==> src/rtl/ddr_arbiter.sv <==
// ddr_arbiter
//   Shares one DDR port between an instruction-fetch requester (8-entry
//   burst reads) and a load/store unit (single-entry reads and masked
//   writes).  Round-robin arbitration, one operation in flight at a time.
//
// Ports
//   clk, rst                  : clock, asynchronous active-high reset
//   fetch_req/fetch_addr      : fetch request and word address
//   fetch_resp_valid/_data    : one-cycle response pulse, 8 x 64-bit burst
//   lsu_req/_we/_addr/_wdata/_wmask : LSU request and write payload
//   lsu_resp_valid/_rdata     : one-cycle response pulse, 64-bit read data
//   ddr_*  (outputs)          : latched DDR command, chip enable
//   ddr_fetch_burst_read_inst, ddr_access_read_data, ddr_ready : DDR returns
//   err_timeout               : sticky flag, an operation waited TIMEOUT cycles
module ddr_arbiter #(
  parameter int TIMEOUT = 200
) (
  input  logic         clk,
  input  logic         rst,
  input  logic         fetch_req,
  input  logic [18:0]  fetch_addr,
  output logic         fetch_resp_valid,
  output logic [511:0] fetch_resp_data,
  input  logic         lsu_req,
  input  logic         lsu_we,
  input  logic [18:0]  lsu_addr,
  input  logic [63:0]  lsu_wdata,
  input  logic [63:0]  lsu_wmask,
  output logic         lsu_resp_valid,
  output logic [63:0]  lsu_resp_rdata,
  output logic         ddr_chip_enable,
  output logic         ddr_write_enable,
  output logic         ddr_burst_mode,
  output logic [18:0]  ddr_address,
  output logic [63:0]  ddr_access_write_data,
  output logic [63:0]  ddr_access_write_mask,
  output logic [511:0] ddr_l2_burst_write_data,
  input  logic [511:0] ddr_fetch_burst_read_inst,
  input  logic [63:0]  ddr_access_read_data,
  input  logic         ddr_ready,
  output logic         err_timeout
);

  localparam logic [1:0] IDLE = 2'd0;
  localparam logic [1:0] BUSY = 2'd1;
  localparam logic [1:0] RESP = 2'd2;

  localparam logic GRANT_FETCH = 1'b0;
  localparam logic GRANT_LSU   = 1'b1;

  localparam logic [7:0] TIMEOUT_CNT = 8'(TIMEOUT);

  logic [1:0]   state_reg;
  logic         grant_lsu_reg;   // owner of the operation in flight
  logic         last_grant_reg;  // owner of the most recent grant
  logic [7:0]   busy_cnt_reg;
  logic         err_reg;
  logic         we_reg;
  logic         burst_reg;
  logic [18:0]  addr_reg;
  logic [63:0]  wdata_reg;
  logic [63:0]  wmask_reg;
  logic [511:0] fetch_data_reg;
  logic [63:0]  lsu_data_reg;

  logic         any_req;
  logic         pick_lsu;
  logic [7:0]   busy_inc;

  // Burst fetches are always 8-entry aligned, so the low address bits
  // never reach the DDR.
  logic unused_fetch_low;
  assign unused_fetch_low = ^fetch_addr[2:0];

  assign any_req = fetch_req | lsu_req;

  // On a tie the requester that did not win last time goes next.
  always_comb begin
    pick_lsu = lsu_req;
    if (fetch_req && lsu_req) begin
      pick_lsu = (last_grant_reg == GRANT_FETCH);
    end
  end

  assign busy_inc = (busy_cnt_reg == 8'hFF) ? 8'hFF : busy_cnt_reg + 8'd1;

  always_ff @(posedge clk or posedge rst) begin
    if (rst) begin
      state_reg      <= IDLE;
      grant_lsu_reg  <= GRANT_FETCH;
      last_grant_reg <= GRANT_LSU;
      busy_cnt_reg   <= 8'd0;
      err_reg        <= 1'b0;
      we_reg         <= 1'b0;
      burst_reg      <= 1'b0;
      addr_reg       <= 19'd0;
      wdata_reg      <= 64'd0;
      wmask_reg      <= 64'd0;
      fetch_data_reg <= 512'd0;
      lsu_data_reg   <= 64'd0;
    end else begin
      case (state_reg)
        IDLE: begin
          if (any_req) begin
            state_reg      <= BUSY;
            grant_lsu_reg  <= pick_lsu;
            last_grant_reg <= pick_lsu;
            busy_cnt_reg   <= 8'd0;
            if (pick_lsu) begin
              we_reg    <= lsu_we;
              burst_reg <= 1'b0;
              addr_reg  <= lsu_addr;
              wdata_reg <= lsu_wdata;
              wmask_reg <= lsu_wmask;
            end else begin
              // Write data/mask are meaningless for a burst read and are
              // left holding the last LSU payload.
              we_reg    <= 1'b0;
              burst_reg <= 1'b1;
              addr_reg  <= {fetch_addr[18:3], 3'b000};
            end
          end
        end
        BUSY: begin
          busy_cnt_reg <= busy_inc;
          if (ddr_ready) begin
            state_reg <= RESP;
            if (grant_lsu_reg == GRANT_FETCH) begin
              fetch_data_reg <= ddr_fetch_burst_read_inst;
            end else if (!we_reg) begin
              lsu_data_reg <= ddr_access_read_data;
            end
          end else if (busy_inc >= TIMEOUT_CNT) begin
            // Flag only; the operation keeps waiting for ddr_ready.
            err_reg <= 1'b1;
          end
        end
        RESP: begin
          state_reg <= IDLE;
        end
        default: begin
          state_reg <= IDLE;
        end
      endcase
    end
  end

  // Enable drops combinationally while ready is high so the DDR never
  // sees a request on the cycle it completes the previous one.
  assign ddr_chip_enable         = (state_reg == BUSY) && !ddr_ready;
  assign ddr_write_enable        = we_reg;
  assign ddr_burst_mode          = burst_reg;
  assign ddr_address             = addr_reg;
  assign ddr_access_write_data   = wdata_reg;
  assign ddr_access_write_mask   = wmask_reg;
  assign ddr_l2_burst_write_data = 512'd0;

  assign fetch_resp_valid = (state_reg == RESP) && (grant_lsu_reg == GRANT_FETCH);
  assign lsu_resp_valid   = (state_reg == RESP) && (grant_lsu_reg == GRANT_LSU);
  assign fetch_resp_data  = fetch_data_reg;
  assign lsu_resp_rdata   = lsu_data_reg;
  assign err_timeout      = err_reg;

endmodule

==> config.mk <==
export PLATFORM = sky130hd
export DESIGN_NAME = ddr_arbiter
export DESIGN_NICKNAME = d
export VERILOG_FILES = /design/src/rtl/ddr_arbiter.sv
export SDC_FILE = /design/constraint.sdc
export NUM_CORES = 1
export LEC_CHECK = 0
export BUFFER_PORTS_ARGS = -buffer_cell sky130_fd_sc_hd__buf_4
export CAP_MARGIN = 20
export CELL_PAD_IN_SITES_DETAIL_PLACEMENT = 0
export CELL_PAD_IN_SITES_GLOBAL_PLACEMENT = 2
export CORE_AREA = 8 8 778 780
export CTS_CLUSTER_DIAMETER = 100
export DETAILED_ROUTE_END_ITERATION = 16
export DIE_AREA = 0 0 786 788
export PLACE_DENSITY = 0.3
export SLEW_MARGIN = 10
export SYNTH_ARGS = -nofsm -noshare
export SYNTH_HDL_FRONTEND = slang
export SYNTH_SLANG_ARGS = --single-unit
==> constraint.sdc <==
create_clock -name clk -period 35.8 [get_ports clk]
set_input_delay 7.16 -clock clk [delete_from_list [all_inputs] [get_ports clk]]
set_output_delay 7.16 -clock clk [all_outputs]
set_load 0.01 [all_outputs]
=== After elaboration in Yosys (flattened, before gate mapping) ===
Index checks and enable logic that the tools add are counted.

* Register bits after elaboration: 738
* Input bits: 748
* Output and inout bits: 1,241
* Logic and storage cells: 48

* Add/sub/neg operators: 1
* Magnitude comparators: 1
* Equal/unequal tests: 5
* Muxes and demuxes: 10
* Bitwise logic cells: 5
* Reductions and logical operators: 14

{| class="wikitable"
|+ Operator list
! operator !! number
|-
| 19-bit 2-to-1 mux || 1
|-
| 8-bit 2-to-1 mux || 2
|-
| 8-bit one-hot mux with 2 select lines || 1
|-
| 3-bit AND reduction || 3
|-
| 8-bit by 1-bit adder with 8-bit output (second input constant) || 1
|-
| 8-bit == test (second input constant) || 1
|-
| 8-bit >= comparator (second input constant) || 1
|-
| 2-bit AND reduction || 3
|-
| 1-bit logical AND || 4
|-
| 2-bit 2-to-1 mux || 2
|-
| 2-bit inequality test (second input constant) || 2
|-
| 1-bit NOT || 4
|-
| 2-bit one-hot mux with 2 select lines || 1
|-
| 4-bit AND reduction || 1
|-
| 1-bit 2-to-1 mux || 3
|-
| 2-bit by 1-bit == test with 1-bit output (second input constant) || 1
|-
| 2-bit == test (second input constant) || 1
|-
| 2-bit zero test || 1
|-
| 2-bit nonzero test || 1
|-
| 1-bit zero test || 1
|-
| 1-bit bitwise OR || 1
|}

=== Logic depth before layout (Yosys ltp) ===
Gate-level depths: netlist (run 1).

* Word-level depth: 4
* Mapped depth: 7
* Depth with buffers taken out: 5

=== Worst setup path before layout (run 1) ===
Ideal clock, no wire load.

* Path type: input -> output
* Start: in ddr_ready
* End: out ddr_chip_enable
* Data arrival time: 7,359 ps
* Required time: 28,640 ps
* Path slack: 21,281 ps
* Cell stages on the path: 1
* Path buffers: 0
* Cells stage by stage: nor2_1

* Longest elaborated chain between the ends: 2

{| class="wikitable"
|+ RTL lines
! element !! line !! text
|-
| start: declaration || 40 || <nowiki>input logic ddr_ready,</nowiki>
|-
| 1-bit zero test || 150 || <nowiki>assign ddr_chip_enable = (state_reg == BUSY) && !ddr_ready;</nowiki>
|-
| 1-bit logical AND || 150 ||
|-
| end: declaration || 31 || <nowiki>output logic ddr_chip_enable,</nowiki>
|}

Every way passes these cells.

=== Final worst setup path (run 1) ===
Same ends and word-level chain as after synthesis.

==> results.py, run 1 <==
metrics = {
    "detailed_routing": {
        "firstDrtPassIters": 4,
        "route.detailed.drc": 0,
        "vias": 24400,
        "ant_nets": 0,
        "routed_wl_um": 342000,
        "viasPerCell": 2.06,
        "avgRoutedWirePerCell_um": 28.8,
        "first_iter_violations": 1114,
    },
    "final_layout": {
        "instances_no_fill": 11900,
        "layout_commonest_cell": "buf_4",
        "fin_area_um2": 54100,
        "syn_to_final_growth_pct": 70.2,
        "largest_register_ffs": 512,
        "final_util": 0.0913,
        "layout_common_cells": "buf_4 (1496), dfrtp_1 (737), conb_1 (512), mux2_1 (410), nand2_1 (394)",
        "num-nets-final": 4685,
        "drive_above_1_share": 0.461,
    },
    "critical_path": {
        "cp-end-kind": "primary output",
        "worstReg2RegStart": "state_reg[1]",
        "r2r-end": "fetch_resp_data[341]",
        "slowest_delay_ns": 0.23,
        "cp-start-kind": "input port",
        "required_ns": 28.64,
        "ff2ff_path_depth": 8,
        "cp.arrival_ns": 7.74,
        "cp_max_fo": 3,
        "path_common_cell": "buf_4",
        "cpLargestDelayFamily": "buffers and inverters",
        "worst-path-buf-inv": 2,
        "crit_cells": 3,
        "rrSetupSlack_ns": 30.88,
        "crit_path_top_delay_cell": "buf_4",
        "critical_path.cell_chain": "buf_4 > nor2_1 > buf_4",
        "worstSetupPathType": "in -> out",
    },
    "die": {
        "row_count": 283,
        "start_util": 0.0536,
        "die-area_um2": 619000,
        "io_pins": 1989,
        "die_y_um": 788,
        "core_um2": 592000,
        "fp.dieW_um": 786,
    },
    "hold_path": {
        "hold-path-endpoint": "last_grant_reg",
        "hold_depth": 2,
        "hp-class": "reg -> reg",
        "hp-start": "last_grant_reg",
    },
    "yosys": {
        "synth_xor_area_frac": 0,
        "synth_compound_area_frac": 0.0133,
        "syn_area_per_cell_um2": 13.2,
        "ys_types": 40,
        "synth_warnings": 0,
        "synth_top_cells_by_area": "dfrtp_1 (58%), mux2_1 (15%), buf_4 (12%), mux2_2 (5.9%), nand2_1 (4.7%)",
        "netlist.area_leader.share": 0.580,
        "synth-seq-cells": 738,
        "synth-simple-area-share": 0.0526,
        "syn_area_um2": 31800,
        "yosys.area.top_type": "dfrtp_1",
        "synthAdderAreaFrac": 0.000394,
        "synth_edf_count": 0,
        "synth_mux_area_frac": 0.205,
        "synth_top_family_by_area": "multiplexers",
        "synth-main-ff-cell": "dfrtp_1",
        "async_reset_ff_frac": 1.00,
        "seq_area_frac_synth": 0.581,
        "synth_cells": 2413,
    },
    "sta": {
        "hold_viol": 0,
        "rsz0062_at_grt": "no",
        "period_share": 0.416,
        "finalSetupViolCount": 0,
        "whs_ns": 0.464,
        "finClkSkew_ns": 0.0841,
        "worst_pin_slew_ns": 1.11,
        "tns_ns": 0,
        "fmax_mhz": 67.1,
        "slew_violations": 0,
        "slew_headroom": 0.262,
        "min_period_ns": 14.90,
        "fin_ws_ns": 20.90,
    },
    "global_route": {
        "grt_pass1_vias": 26300,
        "grt_pass1_wl_um": 407000,
        "globalRouteTotalUtil": 0.106,
        "grt_overflow": 0,
        "grt_max_degree": 140,
        "antenna_found_initial": 226,
    },
    "placed_design": {
        "gp_congestion": 0.887,
        "io_buffers": 1473,
        "dp_slack_ns": 20.87,
        "hpwlAfterDp_um": 304000,
        "postPlaceCellArea_um2": 50200,
        "dpl.cell_count": 11700,
    },
    "power_and_ir_drop": {
        "powerDensity_nw_per_um2": 95.9,
        "total_power_mw": 5.19,
        "power.leakage_nw": 23.5,
        "ir_worst_vdd_mv": 0.0437,
    },
    "clocking": {
        "ctsResizeCount": 0,
        "hold_buffers": 0,
        "postCtsSetupBuffers": 0,
        "cts_tree": "done",
        "clock_sinks": 738,
        "cts_max_level": 3,
        "root_buffer": "clkbuf_16",
        "cts_buffers": 120,
        "path_clk_slew_ns": 0.05,
        "clock_path_buffers": 4,
        "clk_latency_ns": 0.92,
    },
    "run": {
        "drv_cap": 0,
    },
    "run_status": {
        "status": "finished, final reports clean",
    },
}
-- metal layers --
layer  part of all wire  wire [µm]  track usage
met5             0.0014        471            0
met4              0.023       7750       0.0183
met3               0.11      36300       0.0493
met2               0.51     173000        0.191
met1               0.36     124000        0.113
-- worst max path at each step --
stage,start,to,slack [ns]
finish,ddr_ready,ddr_chip_enable,20.90
global route,ddr_ready,ddr_chip_enable,20.84
CTS,ddr_ready,ddr_chip_enable,20.87
detailed placement,ddr_ready,ddr_chip_enable,20.87
global placement,ddr_ready,ddr_chip_enable,20.89
floorplan,rst,busy_cnt_reg[0],7.93
-- layout make-up --
type	instances	area, µm²
inverters	3	18.8
diodes	29	72.6
clock buffers	175	3460
repair buffers	1500	11300
well taps	7837	9810
multi-input cells	1573	10600
clock inverters	32	384
fillers	68600	538000
flip-flops and latches	738	18500
-- logic make-up (layout without fill, tap and decap cells) --
kind of cell / count (synthesis) / count (layout)
AND/OR/NAND/NOR: 426 / 426
adder cells (fa/ha/maj): 1 / 1
other: 1 / 541
flip-flops: 738 / 738
AO/OA/AOI/OAI: 56 / 56
buffers and inverters: 613 / 1710
multiplexers: 578 / 578
-- cells in the mapped netlist (2+ instances only) --
master and number:
mux2_1 410, buf_4 513, nor3_1 8, nor3b_1 2, o21ai_0 3, nand3_1 3, dfrtp_1 737, a21oi_1 6
nor2_1 8, inv_1 3, mux2_2 167, a22o_1 20, nand2_1 395, buf_6 59, clkbuf_1 19, buf_2 19
a31oi_1 2, a21o_1 17
-- worst register-to-register path, stage by stage (launching register included) --
cell,delay (ns)
dfrtp_1,0.41
and2b_4,0.33
nand2_2,0.14
nor2_8,0.38
buf_4,0.75
buf_4,0.75
buf_12,0.59
buf_4,0.98
mux2_1,0.54
-- report_power, final --
part           internal, mW  switching (mW)
Combinational         0.875            1.54
Sequential             1.26           0.319
Clock                 0.699           0.499
(Power assumes the default switching activity.)
==> run 2: changes to the inputs <==
- clock period: 35.8 -> 13.97 ns (I/O delays scaled with it)
==> run 2 against run 1 <==
Die area did not move. Clock skew decreased by 0.022 ns. Register-to-register slack worse by 21 ns. Final cell count about the same. Global-route usage grew 0.10 points. Non-clock buffer count unchanged. Routed wire length is 0.85% higher. Highest routed layer unchanged. Sequential share of layout area fell by 0.32 points. Critical endpoint unchanged. Worst hold slack better by 0.010 ns. Utilization is 0.086 points higher. Critical path depth unchanged. Via count rose by 1.2%.
==> results.py, run 2 (synthesized netlist as in run 1, its figures left out) <==
metrics = {
    "critical_path": {
        "worst-path-buf-inv": 2,
        "cpLargestDelayFamily": "buffers and inverters",
        "path_common_cell": "buf_4",
        "cp_max_fo": 3,
        "worstSetupPathType": "in -> out",
        "slowest_delay_ns": 0.24,
        "crit_path_top_delay_cell": "buf_4",
        "required_ns": 11.18,
        "critical_path.cell_chain": "buf_4 > nor2_1 > buf_4",
        "cp.arrival_ns": 3.40,
        "cp-start-kind": "input port",
        "cp-end-kind": "primary output",
    },
    "sta": {
        "tns_ns": 0,
        "fmax_mhz": 161,
        "worst_pin_slew_ns": 1.17,
        "min_period_ns": 6.20,
        "finalSetupViolCount": 0,
        "slew_violations": 0,
        "period_share": 0.444,
        "slew_headroom": 0.219,
        "hold_viol": 0,
        "rsz0062_at_grt": "no",
        "finClkSkew_ns": 0.0622,
    },
    "clocking": {
        "cts_tree": "done",
        "cts_max_level": 4,
        "postCtsSetupBuffers": 0,
        "clk_latency_ns": 0.86,
        "ctsResizeCount": 0,
        "clock_path_buffers": 4,
        "root_buffer": "clkbuf_16",
        "clock_sinks": 738,
        "path_clk_slew_ns": 0.05,
        "cts_buffers": 134,
        "hold_buffers": 0,
    },
    "die": {
        "fp.dieW_um": 786,
        "row_count": 283,
        "die-area_um2": 619000,
        "start_util": 0.0536,
        "io_pins": 1989,
        "die_y_um": 788,
        "core_um2": 592000,
    },
    "global_route": {
        "globalRouteTotalUtil": 0.107,
        "antenna_found_initial": 218,
        "grt_max_degree": 117,
        "grt_pass1_wl_um": 411000,
        "grt_pass1_vias": 26900,
        "grt_overflow": 0,
    },
    "power_and_ir_drop": {
        "ir_worst_vdd_mv": 0.0756,
        "power.leakage_nw": 23.7,
        "powerDensity_nw_per_um2": 250,
    },
    "placed_design": {
        "io_buffers": 1473,
        "postPlaceCellArea_um2": 50200,
        "dpl.cell_count": 11700,
        "hpwlAfterDp_um": 307000,
        "gp_congestion": 0.865,
    },
    "hold_path": {
        "hp-class": "reg -> reg",
    },
    "detailed_routing": {
        "avgRoutedWirePerCell_um": 29.0,
        "firstDrtPassIters": 6,
        "vias": 24700,
        "routed_wl_um": 345000,
        "viasPerCell": 2.08,
        "first_iter_violations": 1262,
        "route.detailed.drc": 0,
        "ant_nets": 0,
    },
    "final_layout": {
        "fin_area_um2": 54600,
        "layout_common_cells": "buf_4 (1494), dfrtp_1 (737), conb_1 (512), mux2_1 (410), nand2_1 (394)",
        "drive_above_1_share": 0.466,
        "instances_no_fill": 11900,
        "syn_to_final_growth_pct": 71.8,
        "num-nets-final": 4699,
        "layout_commonest_cell": "buf_4",
        "largest_register_ffs": 512,
        "final_util": 0.0922,
    },
    "run_status": {
        "status": "finished, final reports clean",
    },
    "run": {
        "drv_cap": 0,
    },
}
-- run 2: changes by cell type in the layout (fill, tap and decap cells not counted), sizes merged --
cell and change:
clkinv +8, clkbuf +7, diode -7, bufinv +3, clkinvlp -3
-- run 2: routing by layer --
layer,track usage,up-vias,wire (µm)
li1,-,10100,-
met1,0.121,12600,132000
met2,0.188,1446,171000
met3,0.0456,476,33800
met4,0.0180,68,7520
met5,0,-,450
-- run 2: area by class of cell --
cell class	count	area [µm²]
tap	7837	9810
clock buffer	182	3870
sequential	738	18500
inverter	3	15.0
multi-input combinational	1573	10600
timing repair buffer	1500	11300
fill	68500	538000
antenna	22	55.1
clock inverter	40	488
-- run 2: final timing paths --
check | from | endpoint | depth (start not counted) | slack (ns)
setup / recovery | ddr_ready | ddr_chip_enable | 3 | 7.77
hold / removal | ddr_access_write_data[14] | ddr_access_write_data[14] | 2 | 0.47
setup reg to reg | state_reg[1] | fetch_resp_data[257] | 6 | 10.11
hold reg to reg | ddr_access_write_data[14] | ddr_access_write_data[14] | 2 | 0.47
max in group asynchronous | rst | fetch_resp_data[96] | 5 | 9.22
min in group asynchronous | rst | fetch_resp_data[379] | 3 | 2.13
-- run 2: power breakdown --
part	internal [mW]	leakage (nW)	switching, mW
logic	2.24	12.7	4.03
clock network	2.08	2.14	1.33
registers	3.22	8.85	0.732
-- run 2: metrics by stage --
step                      total power [mW]  setup WS, ns  hold slack [ns]
after floorplan                       5.78          1.06            0.439
after global placement                10.7          7.73            0.467
after detailed placement              10.7          7.71            0.468
after CTS                             14.4          7.70            0.480
after global routing                  14.6          7.70            0.494
final                                 13.6          7.77            0.474
-- run 2: worst min-delay path, cell delays in order, from the launching register on --
cell     delay [ns]
dfrtp_1        0.33
nand2_1        0.05
nand2_1        0.06
